**config.mk**
```make
export PLATFORM = sky130hd
export DESIGN_NAME = uart_rx_capture
export DESIGN_NICKNAME = d
export VERILOG_FILES = /design/src/rtl/uart_pkg.sv /design/src/rtl/uart_rx_fifo.sv /design/src/rtl/uart_rx_capture.sv
export SDC_FILE = /design/constraint.sdc
export NUM_CORES = 1
export LEC_CHECK = 0
export ABC_AREA = 1
export BUFFER_PORTS_ARGS = -buffer_cell sky130_fd_sc_hd__buf_2
export CAP_MARGIN = 20
export CORE_MARGIN = 1.5
export CORE_UTILIZATION = 25
export CTS_CLUSTER_DIAMETER = 40
export DETAILED_ROUTE_END_ITERATION = 6
export MAX_ROUTING_LAYER = met4
export PLACE_DENSITY = 0.47
export SLEW_MARGIN = 15
export SYNTH_ARGS = -nofsm -noshare
export SYNTH_HDL_FRONTEND = slang
export SYNTH_HIERARCHICAL = 1
export SYNTH_SLANG_ARGS = --single-unit
```
**constraint.sdc**
```tcl
create_clock -name clock -period 3 [get_ports clock]
set_input_delay 0.15 -clock clock [delete_from_list [all_inputs] [get_ports clock]]
set_output_delay 0.15 -clock clock [all_outputs]
set_load 0.02 [all_outputs]
```
**src/rtl/uart_pkg.sv**
```systemverilog
// rtl/uart_pkg.sv - shared constants and FSM state type for the UART receive path
//
// Contents:
//   UART_DATA_BITS            data bits per frame (8N1)
//   UART_DEFAULT_CLKS_PER_BIT 100 MHz / 115200 baud
//   rx_state_t                receiver FSM states

package uart_pkg;

  localparam int UART_DATA_BITS            = 8;
  localparam int UART_DEFAULT_CLKS_PER_BIT = 868;

  typedef enum logic [2:0] {
    IDLE      = 3'd0,
    START     = 3'd1,
    DATA      = 3'd2,
    STOP      = 3'd3,
    WAIT_HIGH = 3'd4
  } rx_state_t;

endpackage

```
**src/rtl/uart_rx_fifo.sv**
```systemverilog
// rtl/uart_rx_fifo.sv - synchronous first-word-fall-through byte FIFO
//
// Ports:
//   clock      system clock, rising edge
//   reset      synchronous active-high, empties the FIFO
//   push       write push_data (accepted when not full, or when full with a pop)
//   push_data  byte to store
//   pop        remove the head entry (ignored when empty)
//   pop_data   head entry, reads 0 while empty
//   full       all FIFO_DEPTH entries occupied
//   empty      no entries

module uart_rx_fifo #(
  parameter int FIFO_DEPTH = 16,
  parameter int WIDTH      = 8
) (
  input  logic             clock,
  input  logic             reset,
  input  logic             push,
  input  logic [WIDTH-1:0] push_data,
  input  logic             pop,
  output logic [WIDTH-1:0] pop_data,
  output logic             full,
  output logic             empty
);

  localparam int AW = $clog2(FIFO_DEPTH);
  localparam logic [AW:0] PTR_ONE = {{AW{1'b0}}, 1'b1};

  logic [WIDTH-1:0] mem [FIFO_DEPTH];
  // One extra pointer bit separates full (MSBs differ) from empty (equal).
  logic [AW:0] wr_ptr;
  logic [AW:0] rd_ptr;
  logic        do_pop;
  logic        do_push;

  assign empty   = (wr_ptr == rd_ptr);
  assign full    = (wr_ptr[AW] != rd_ptr[AW]) && (wr_ptr[AW-1:0] == rd_ptr[AW-1:0]);
  assign do_pop  = pop && !empty;
  // When full, a simultaneous pop frees the head slot, which is exactly the
  // slot wr_ptr addresses, so the write lands behind the new head.
  assign do_push = push && (!full || do_pop);

  always_ff @(posedge clock) begin
    if (reset) begin
      wr_ptr <= '0;
      rd_ptr <= '0;
    end else begin
      if (do_push) wr_ptr <= wr_ptr + PTR_ONE;
      if (do_pop)  rd_ptr <= rd_ptr + PTR_ONE;
    end
  end

  always_ff @(posedge clock) begin
    if (do_push) mem[wr_ptr[AW-1:0]] <= push_data;
  end

  assign pop_data = empty ? '0 : mem[rd_ptr[AW-1:0]];

endmodule

```
**src/rtl/uart_rx_capture.sv**
```systemverilog
// rtl/uart_rx_capture.sv - 8N1 UART receiver feeding a valid/ready byte stream through a FIFO
//
// Optional feature macro: UART_RX_CAPTURE_STATS_EN (byte and error counters).
//
// Ports:
//   clock       system clock, rising edge
//   reset       synchronous active-high
//   rx          asynchronous serial input, idles high
//   out_valid   FIFO non-empty
//   out_ready   consumer accepts out_data
//   out_data    head byte of the FIFO
//   frame_err   one-cycle pulse when a stop bit is sampled low
//   overflow    sticky: a byte was dropped because the FIFO was full
//   clear_ovf   clears overflow (a same-cycle new overflow wins)
//   byte_count  accepted bytes, saturating (0 unless stats enabled)
//   err_count   framing errors plus dropped bytes, saturating (0 unless stats enabled)

module uart_rx_capture import uart_pkg::*; #(
  parameter int CLKS_PER_BIT = UART_DEFAULT_CLKS_PER_BIT,
  parameter int FIFO_DEPTH   = 16
) (
  input  logic        clock,
  input  logic        reset,
  input  logic        rx,
  output logic        out_valid,
  input  logic        out_ready,
  output logic [7:0]  out_data,
  output logic        frame_err,
  output logic        overflow,
  input  logic        clear_ovf,
  output logic [15:0] byte_count,
  output logic [15:0] err_count
);

  localparam int CNT_W = $clog2(CLKS_PER_BIT);
  localparam logic [CNT_W-1:0] HALF_RELOAD = CNT_W'(CLKS_PER_BIT / 2 - 1);
  localparam logic [CNT_W-1:0] BIT_RELOAD  = CNT_W'(CLKS_PER_BIT - 1);
  localparam logic [CNT_W-1:0] CNT_ONE     = CNT_W'(1);
  localparam logic [2:0]       LAST_BIT    = 3'(UART_DATA_BITS - 1);

  logic             rx_meta;
  logic             rx_s;
  rx_state_t        state;
  logic [CNT_W-1:0] cnt;
  logic [2:0]       bit_idx;
  logic [7:0]       shreg;
  logic             push;
  logic             pop;
  logic             fifo_full;
  logic             fifo_empty;
  logic             drop;

  // Two-flop synchroniser; reset to the idle (high) line level so a reset
  // never looks like a start bit.
  always_ff @(posedge clock) begin
    if (reset) begin
      rx_meta <= 1'b1;
      rx_s    <= 1'b1;
    end else begin
      rx_meta <= rx;
      rx_s    <= rx_meta;
    end
  end

  always_ff @(posedge clock) begin
    if (reset) begin
      state     <= IDLE;
      cnt       <= '0;
      bit_idx   <= '0;
      shreg     <= '0;
      frame_err <= 1'b0;
    end else begin
      frame_err <= 1'b0;
      case (state)
        IDLE: begin
          if (!rx_s) begin
            state <= START;
            cnt   <= HALF_RELOAD;
          end
        end
        START: begin
          if (cnt == '0) begin
            // A start bit that is high again at mid-bit was only a glitch.
            if (!rx_s) begin
              state   <= DATA;
              cnt     <= BIT_RELOAD;
              bit_idx <= '0;
            end else begin
              state <= IDLE;
            end
          end else begin
            cnt <= cnt - CNT_ONE;
          end
        end
        DATA: begin
          if (cnt == '0) begin
            shreg <= {rx_s, shreg[7:1]};
            cnt   <= BIT_RELOAD;
            if (bit_idx == LAST_BIT) state <= STOP;
            else                     bit_idx <= bit_idx + 3'd1;
          end else begin
            cnt <= cnt - CNT_ONE;
          end
        end
        STOP: begin
          if (cnt == '0) begin
            if (rx_s) begin
              state <= IDLE;
            end else begin
              frame_err <= 1'b1;
              state     <= WAIT_HIGH;
            end
          end else begin
            cnt <= cnt - CNT_ONE;
          end
        end
        WAIT_HIGH: begin
          // Hold off during a break so a low line cannot start a new frame.
          if (rx_s) state <= IDLE;
        end
        default: state <= IDLE;
      endcase
    end
  end

  // Push on the stop-sample edge itself so the byte is visible one cycle later.
  assign push      = (state == STOP) && (cnt == '0) && rx_s;
  assign out_valid = !fifo_empty;
  assign pop       = out_valid && out_ready;
  assign drop      = push && fifo_full && !pop;

  uart_rx_fifo #(
    .FIFO_DEPTH (FIFO_DEPTH),
    .WIDTH      (UART_DATA_BITS)
  ) u_fifo (
    .clock     (clock),
    .reset     (reset),
    .push      (push),
    .push_data (shreg),
    .pop       (pop),
    .pop_data  (out_data),
    .full      (fifo_full),
    .empty     (fifo_empty)
  );

  always_ff @(posedge clock) begin
    if (reset)          overflow <= 1'b0;
    else if (drop)      overflow <= 1'b1;
    else if (clear_ovf) overflow <= 1'b0;
  end

`ifdef UART_RX_CAPTURE_STATS_EN
  logic [15:0] byte_cnt_q;
  logic [15:0] err_cnt_q;
  logic        push_accepted;

  assign push_accepted = push && !drop;

  always_ff @(posedge clock) begin
    if (reset) begin
      byte_cnt_q <= '0;
      err_cnt_q  <= '0;
    end else begin
      if (push_accepted && (byte_cnt_q != 16'hFFFF)) byte_cnt_q <= byte_cnt_q + 16'd1;
      if ((frame_err || drop) && (err_cnt_q != 16'hFFFF)) err_cnt_q <= err_cnt_q + 16'd1;
    end
  end

  assign byte_count = byte_cnt_q;
  assign err_count  = err_cnt_q;
`else
  assign byte_count = '0;
  assign err_count  = '0;
`endif

endmodule
```
# Yosys cells after proc, flatten, opt, wreduce, memory -nomap -nowiden
# Memory sizes are Yosys's and may differ from the RTL's. A register that Yosys moved wholly into a read port is not among the register bits.
# Cells that the tools add are included.
[totals] regBits=38 latchBits=0 ram_bits=128 mem_bits_ro=0 in_bits=5 out_inout_bits=43 elab_cells=85 memories=1
[memory_table] memory="u_fifo.mem" words=16 width=8 rd=1 rd_clocked_by_memory_dff=1 write_ports=1 line_no="uart_rx_fifo.sv:30" source="logic [WIDTH-1:0] mem [FIFO_DEPTH];"
[classes] addsub=4 n_mul=0 div_mod_pow=0 order_cmp=0 n_eq_ne=18 shifts=0 mux=28 n_bitwise=2 n_reduce_logical=22
[ops] op="2-to-1 mux 10 bit" n=5
[ops] op="case mux 10 bit (4 select lines)" n=1
[ops] op="2-to-1 mux 3 bit" n=11
[ops] op="inequality test 2 bit, second input constant" n=9
[ops] op="case mux 3 bit (5 select lines)" n=1
[ops] op="adder 5 x 1 -> 5 bit, second input constant" n=2
[ops] op="logical NOT 10 bit" n=1
[ops] op="subtractor 10 x 1 -> 10 bit, second input constant" n=1
[ops] op="logical AND 1 bit" n=8
[ops] op="2-to-1 mux 4 bit" n=2
[ops] op="2-to-1 mux 8 bit" n=1
[ops] op="equality test 3 x 2 -> 1 bit, second input constant" n=2
[ops] op="equality test 3 bit, second input constant" n=2
[ops] op="case mux 3 bit (2 select lines)" n=1
[ops] op="AND reduction 6 bit" n=1
[ops] op="equality test 5 bit" n=1
[ops] op="2-to-1 mux 1 bit" n=5
[ops] op="AND reduction 5 bit" n=1
[ops] op="equality test 4 bit" n=1
[ops] op="AND reduction 4 bit" n=1
[ops] op="nonzero test 2 bit" n=2
[ops] op="nonzero test 4 bit" n=1
[ops] op="adder 3 x 1 -> 3 bit, second input constant" n=1
[ops] op="equality test 3 x 1 -> 1 bit, second input constant" n=1
[ops] op="other kinds (9)" n=12

# Logic depth before layout (Yosys ltp)
[logic_depth] word_depth=8 mapped_depth=14 depth_no_buf=13

# By module
# The synthesis kept the hierarchy.
[by_module_without_submodules] module="uart_rx_fifo" n_inst=1 cells_per_inst=541 area_each_um2=6103.4 seq_area_each_um2=4124.0
[by_module_without_submodules] module="uart_rx_capture" n_inst=1 cells_per_inst=247 area_each_um2=1694.1 seq_area_each_um2=560.5

# Least setup slack after synthesis
# No wires, ideal clock.
[synth_timing] kind="register -> register" from="register u_fifo.wr_ptr[2]" to="memory u_fifo.mem[12][0] (enable)" setup_ps=370 t_arrival_ps=1994 t_required_ps=2630 slack_ps=636 stages_incl_launch_ff=15 n_path_buf=1 period_less_slack_ps=2364 cell_sequence="dfxtp_1 buf_4 inv_2 nand2_1 nand2_2 nor2_8 nand3_4 inv_1 nor2_1 inv_1 nand4_4 nand2_4 inv_2 nand2_2 nor2_1"
[synth_via] elab_chain_len=8 word_cells_on_any_way=11 cone_classes="2 x eq/ne; 2 x mux; 7 x reduce/logical"
[synth_rtl] element="start, declared" line_no="uart_rx_fifo.sv:32" source="logic [AW:0] wr_ptr;"
[synth_rtl] element="start signal, assigned" line_no="uart_rx_fifo.sv:49" source="if (do_push) wr_ptr <= wr_ptr + PTR_ONE;"
[synth_rtl] element="equality test 5 bit" line_no="uart_rx_fifo.sv:37" source="assign empty = (wr_ptr == rd_ptr);"
[synth_rtl] element="named net fifo_empty" line_no="uart_rx_capture.sv:50" source="logic fifo_empty;"
[synth_rtl] element="logical NOT 1 bit" line_no="uart_rx_capture.sv:128" source="assign out_valid = !fifo_empty;"
[synth_rtl] element="logical AND 1 bit" line_no="uart_rx_capture.sv:129" source="assign pop = out_valid && out_ready;"
[synth_rtl] element="named net pop" line_no="uart_rx_capture.sv:48" source="logic pop;"
[synth_rtl] element="logical AND 1 bit" line_no="uart_rx_fifo.sv:39" source="assign do_pop = pop && !empty;"
[synth_rtl] element="logical OR 1 bit" line_no="uart_rx_fifo.sv:42" source="assign do_push = push && (!full || do_pop);"
[synth_rtl] element="logical AND 1 bit" line_no="uart_rx_fifo.sv:42"
[synth_rtl] element="2-to-1 mux 1 bit" line_no="uart_rx_fifo.sv:55" source="if (do_push) mem[wr_ptr[AW-1:0]] <= push_data;"
[synth_rtl] element="2-to-1 mux 1 bit (implied by the code)" line_no="uart_rx_fifo.sv:55"
[synth_rtl] element="end, declared" line_no="uart_rx_fifo.sv:30"
# The timed path passes the listed nets, and every way through them passes these cells.

==> results.json <==
{
  "status": "complete, no violations",
  "antenna_found_initial": 0,
  "core_area_mm2": 0.0307,
  "yosysSeqAreaShare_pct": 60.1,
  "io_pins": 48,
  "syn_avg_cell_area_um2": 9.90,
  "via_per_inst": 4.21,
  "diodes": 0,
  "cts-root-buf": "clkbuf_16",
  "synth.area.top_cells": "edfxtp_1 49%, dfxtp_1 11%, nand2_1 5.6%",
  "final.setup.tns_ps": 0,
  "cts_buffer_depth": 2,
  "clock_sinks": 170,
  "routed_wl_um": 17200,
  "p_int_uw": 4200,
  "dieArea_mm2": 0.0323,
  "clk_pin_slew_ps": 80,
  "clockPowerShare_pct": 36.0,
  "synth_top_family_by_area": "simple AND/OR/NAND/NOR gates",
  "fin_nets": 831,
  "worstMarginPinSlew_ps": 908,
  "min_path_type": "in2reg",
  "synth_cells": 788,
  "netlist_area_mm2": 0.00780,
  "numCtsBuffers": 17,
  "synth_top_area_share_pct": 49.3,
  "final_cell_area_mm2": 0.00893,
  "yosys.area_share.simple_pct": 16.1,
  "clock.fmax_ghz": 0.380,
  "die_h_um": 180,
  "grt-ovfl-total": 0,
  "io_buffers": 15,
  "finalHoldViolCount": 0,
  "relSlewSlack_pct": 39.4,
  "firstDrtPassIters": 4,
  "power.static_leakage_uw": 0.00350,
  "route.vias.total": 5164,
  "grt_pass1_wl_um": 27300,
  "maxCapViolCount": 0,
  "drtIter0Drc": 328,
  "drc_errors": 0,
  "post-cts-setup-buffer-count": 0,
  "crit_type": "reg2out",
  "groute.usage.overall_pct": 11.1,
  "p_per_area_mw_per_mm2": 690,
  "synth-compound-area-share_pct": 11.0,
  "setup_viol": 0,
  "min_period_over_period_pct": 87.6,
  "seqPwrFrac_pct": 47.1,
  "peakVddDrop_mv": 0.426,
  "critPathCaptureType": "output port",
  "netSwitchingFraction_pct": 31.8,
  "gp_congestion": 0.874,
  "rsz0062_at_grt": "false",
  "p_sw_uw": 1960,
  "cts_tree": "yes",
  "required_ps": 2850,
  "dp_hpwl_um": 11500,
  "ys_ff_latch": 170,
  "grt_max_degree": 69,
  "clk_latency_ps": 430,
  "muxShareOfSynthArea_pct": 0,
  "ys_types": 36,
  "die_w_um": 180,
  "critPathArrivalTime_ps": 2480,
  "worstPathMaxFanout": 46,
  "min_period_ps": 2630,
  "initial_core_util_pct": 25.4,
  "finClkSkew_ps": 19.9,
  "syn_to_final_growth_pct": 14.5,
  "wire_per_inst_um": 14.0,
  "ant_nets": 0,
  "startpoint_type": "flop",
  "pwr-share-comb_pct": 16.9,
  "synth_fa_ha_area_share_pct": 1.44,
  "rows": 64,
  "synth_top_area_cell": "edfxtp_1",
  "slew_viol_final": 0,
  "grt_pass1_vias": 4904,
  "cts_max_level": 4,
  "drive_gt1_share_pct": 12.7,
  "synth_xor_area_share_pct": 1.22,
  "placed_cell_area_mm2": 0.00829,
  "ys_warn_count": 6,
  "reg2reg_slack_ps": 430
}
cells in the final DEF (no fill, tap or decap), types with 2 or more instances in the layout:
master / synthesis / layout
nand2_4: 3 / 3
xor2_1: 7 / 7
inv_8: 0 / 3
o21ai_0: 62 / 62
nand4_1: 5 / 5
nand2_2: 10 / 10
dfxtp_1: 42 / 40
nor2_4: 4 / 4
nand2_1: 116 / 116
clkinv_8: 0 / 5
clkbuf_16: 0 / 18
o21ai_1: 3 / 3
inv_1: 102 / 102
conb_1: 1 / 32
a21oi_1: 71 / 71
buf_2: 14 / 15
xnor2_1: 2 / 2
inv_2: 6 / 6
o211ai_1: 24 / 24
nand3_1: 49 / 49
nor2_8: 2 / 2
inv_6: 0 / 5
edfxtp_1: 128 / 128
ha_1: 9 / 9
dlygate4sd3_1: 0 / 2
or2_2: 2 / 2
buf_4: 34 / 21
nor2_1: 70 / 70
state kept, by name (all words and copies together), names as in the netlist, 3 cells and up, named ones only:
name and count:
u_fifo/rd_ptr 5, u_fifo/wr_ptr 5, shreg 8, state 3
cnt 10, u_fifo/mem 128, bit_idx 3
worst max-delay path, cell delays in order (launching register included):
cell	delay, ps
dfxtp_2	890
buf_4	380
o211ai_1	140
nand3_1	140
a21oi_1	70
nor2_1	210
buf_2	200
through the flow:
stage | cells | hold slack, ps | utilization, % | power, µW | setup slack, ps
finish | 1226 | 123 | 29.1 | 6160 | 371
global route | 1226 | 128 | 29.1 | 6490 | 162
CTS | 1226 | 125 | 29.1 | 6240 | 352
detailed placement | 1192 | 340 | 27.0 | 4010 | 437
global placement | 1192 | 334 | 27.0 | 4010 | 498
floorplan | 819 | 219 | - | 3730 | 636
cell families after synthesis:
family / count (synthesis)
flops: 170
fa+ha+maj: 9
compound gates: 160
buf+inv: 169
other cells: 1
simple gates: 269
xor+xnor: 10
routing by layer:
layer / wire [µm] / global-route usage (%) / share of wire, % / vias to the layer above
li1: - / - / - / 2640
met3: 499 / 1.94 / 2.9 / 9
met1: 8600 / 14.9 / 50 / 2413
met5: 0 / - / 0 / -
met4: 185 / 3.40 / 1.1 / 0
met2: 7940 / 17.2 / 46 / 102
power groups by stage:
stage               logic, µW  clock network (µW)  registers, µW
global route             1200                2370           2930
floorplan                 880                   0           2850
global placement         1040                   0           2970
detailed placement       1040                   0           2960
finish                   1040                2220           2900
CTS                      1050                2280           2910
synth_stat cells (all sizes together):
cell / number
buf: 52
edfxtp: 128
nor4: 1
clkinv: 1
conb: 1
ha: 9
nor3: 2
nand3: 51
xnor2: 3
clkbuf: 8
o211ai: 24
nand4: 6
xor2: 7
nand3b: 1
nand2: 129
o21ai: 65
inv: 108
nor2: 77
a21oi: 71
dfxtp: 42
or2: 2
repair_timing:
| item | CTS | global route |
|---|---|---|
| hold buffers | 2 | 0 |
| setup endpoints to repair | 0 | 0 |
| resized for setup | 0 | 0 |
| hold endpoints to repair | 2 | 0 |
layout make-up:
type / instances / area (µm²)
fill: 3212 / 21700
sequential: 170 / 4690
multi-input combinational: 480 / 2440
tap: 396 / 495
clock buffer: 18 / 450
inverter: 109 / 410
timing repair buffer: 39 / 273
clock inverter: 14 / 168
worst paths after layout:
check,from,endpoint,cells after the start
worst max-delay path,flop,out_data[7],6
worst min-delay path,reset,u_fifo/rd_ptr[4]$_SDFFE_PP0P_,2
worst min register to register,rx_meta$_SDFF_PP1_,rx_s$_SDFF_PP1_,1
worst max register to register,u_fifo/wr_ptr[2]$_SDFFE_PP0P_,u_fifo/mem[3][1]$_DFFE_PP_,13
Power figures use the tool's default switching activity.
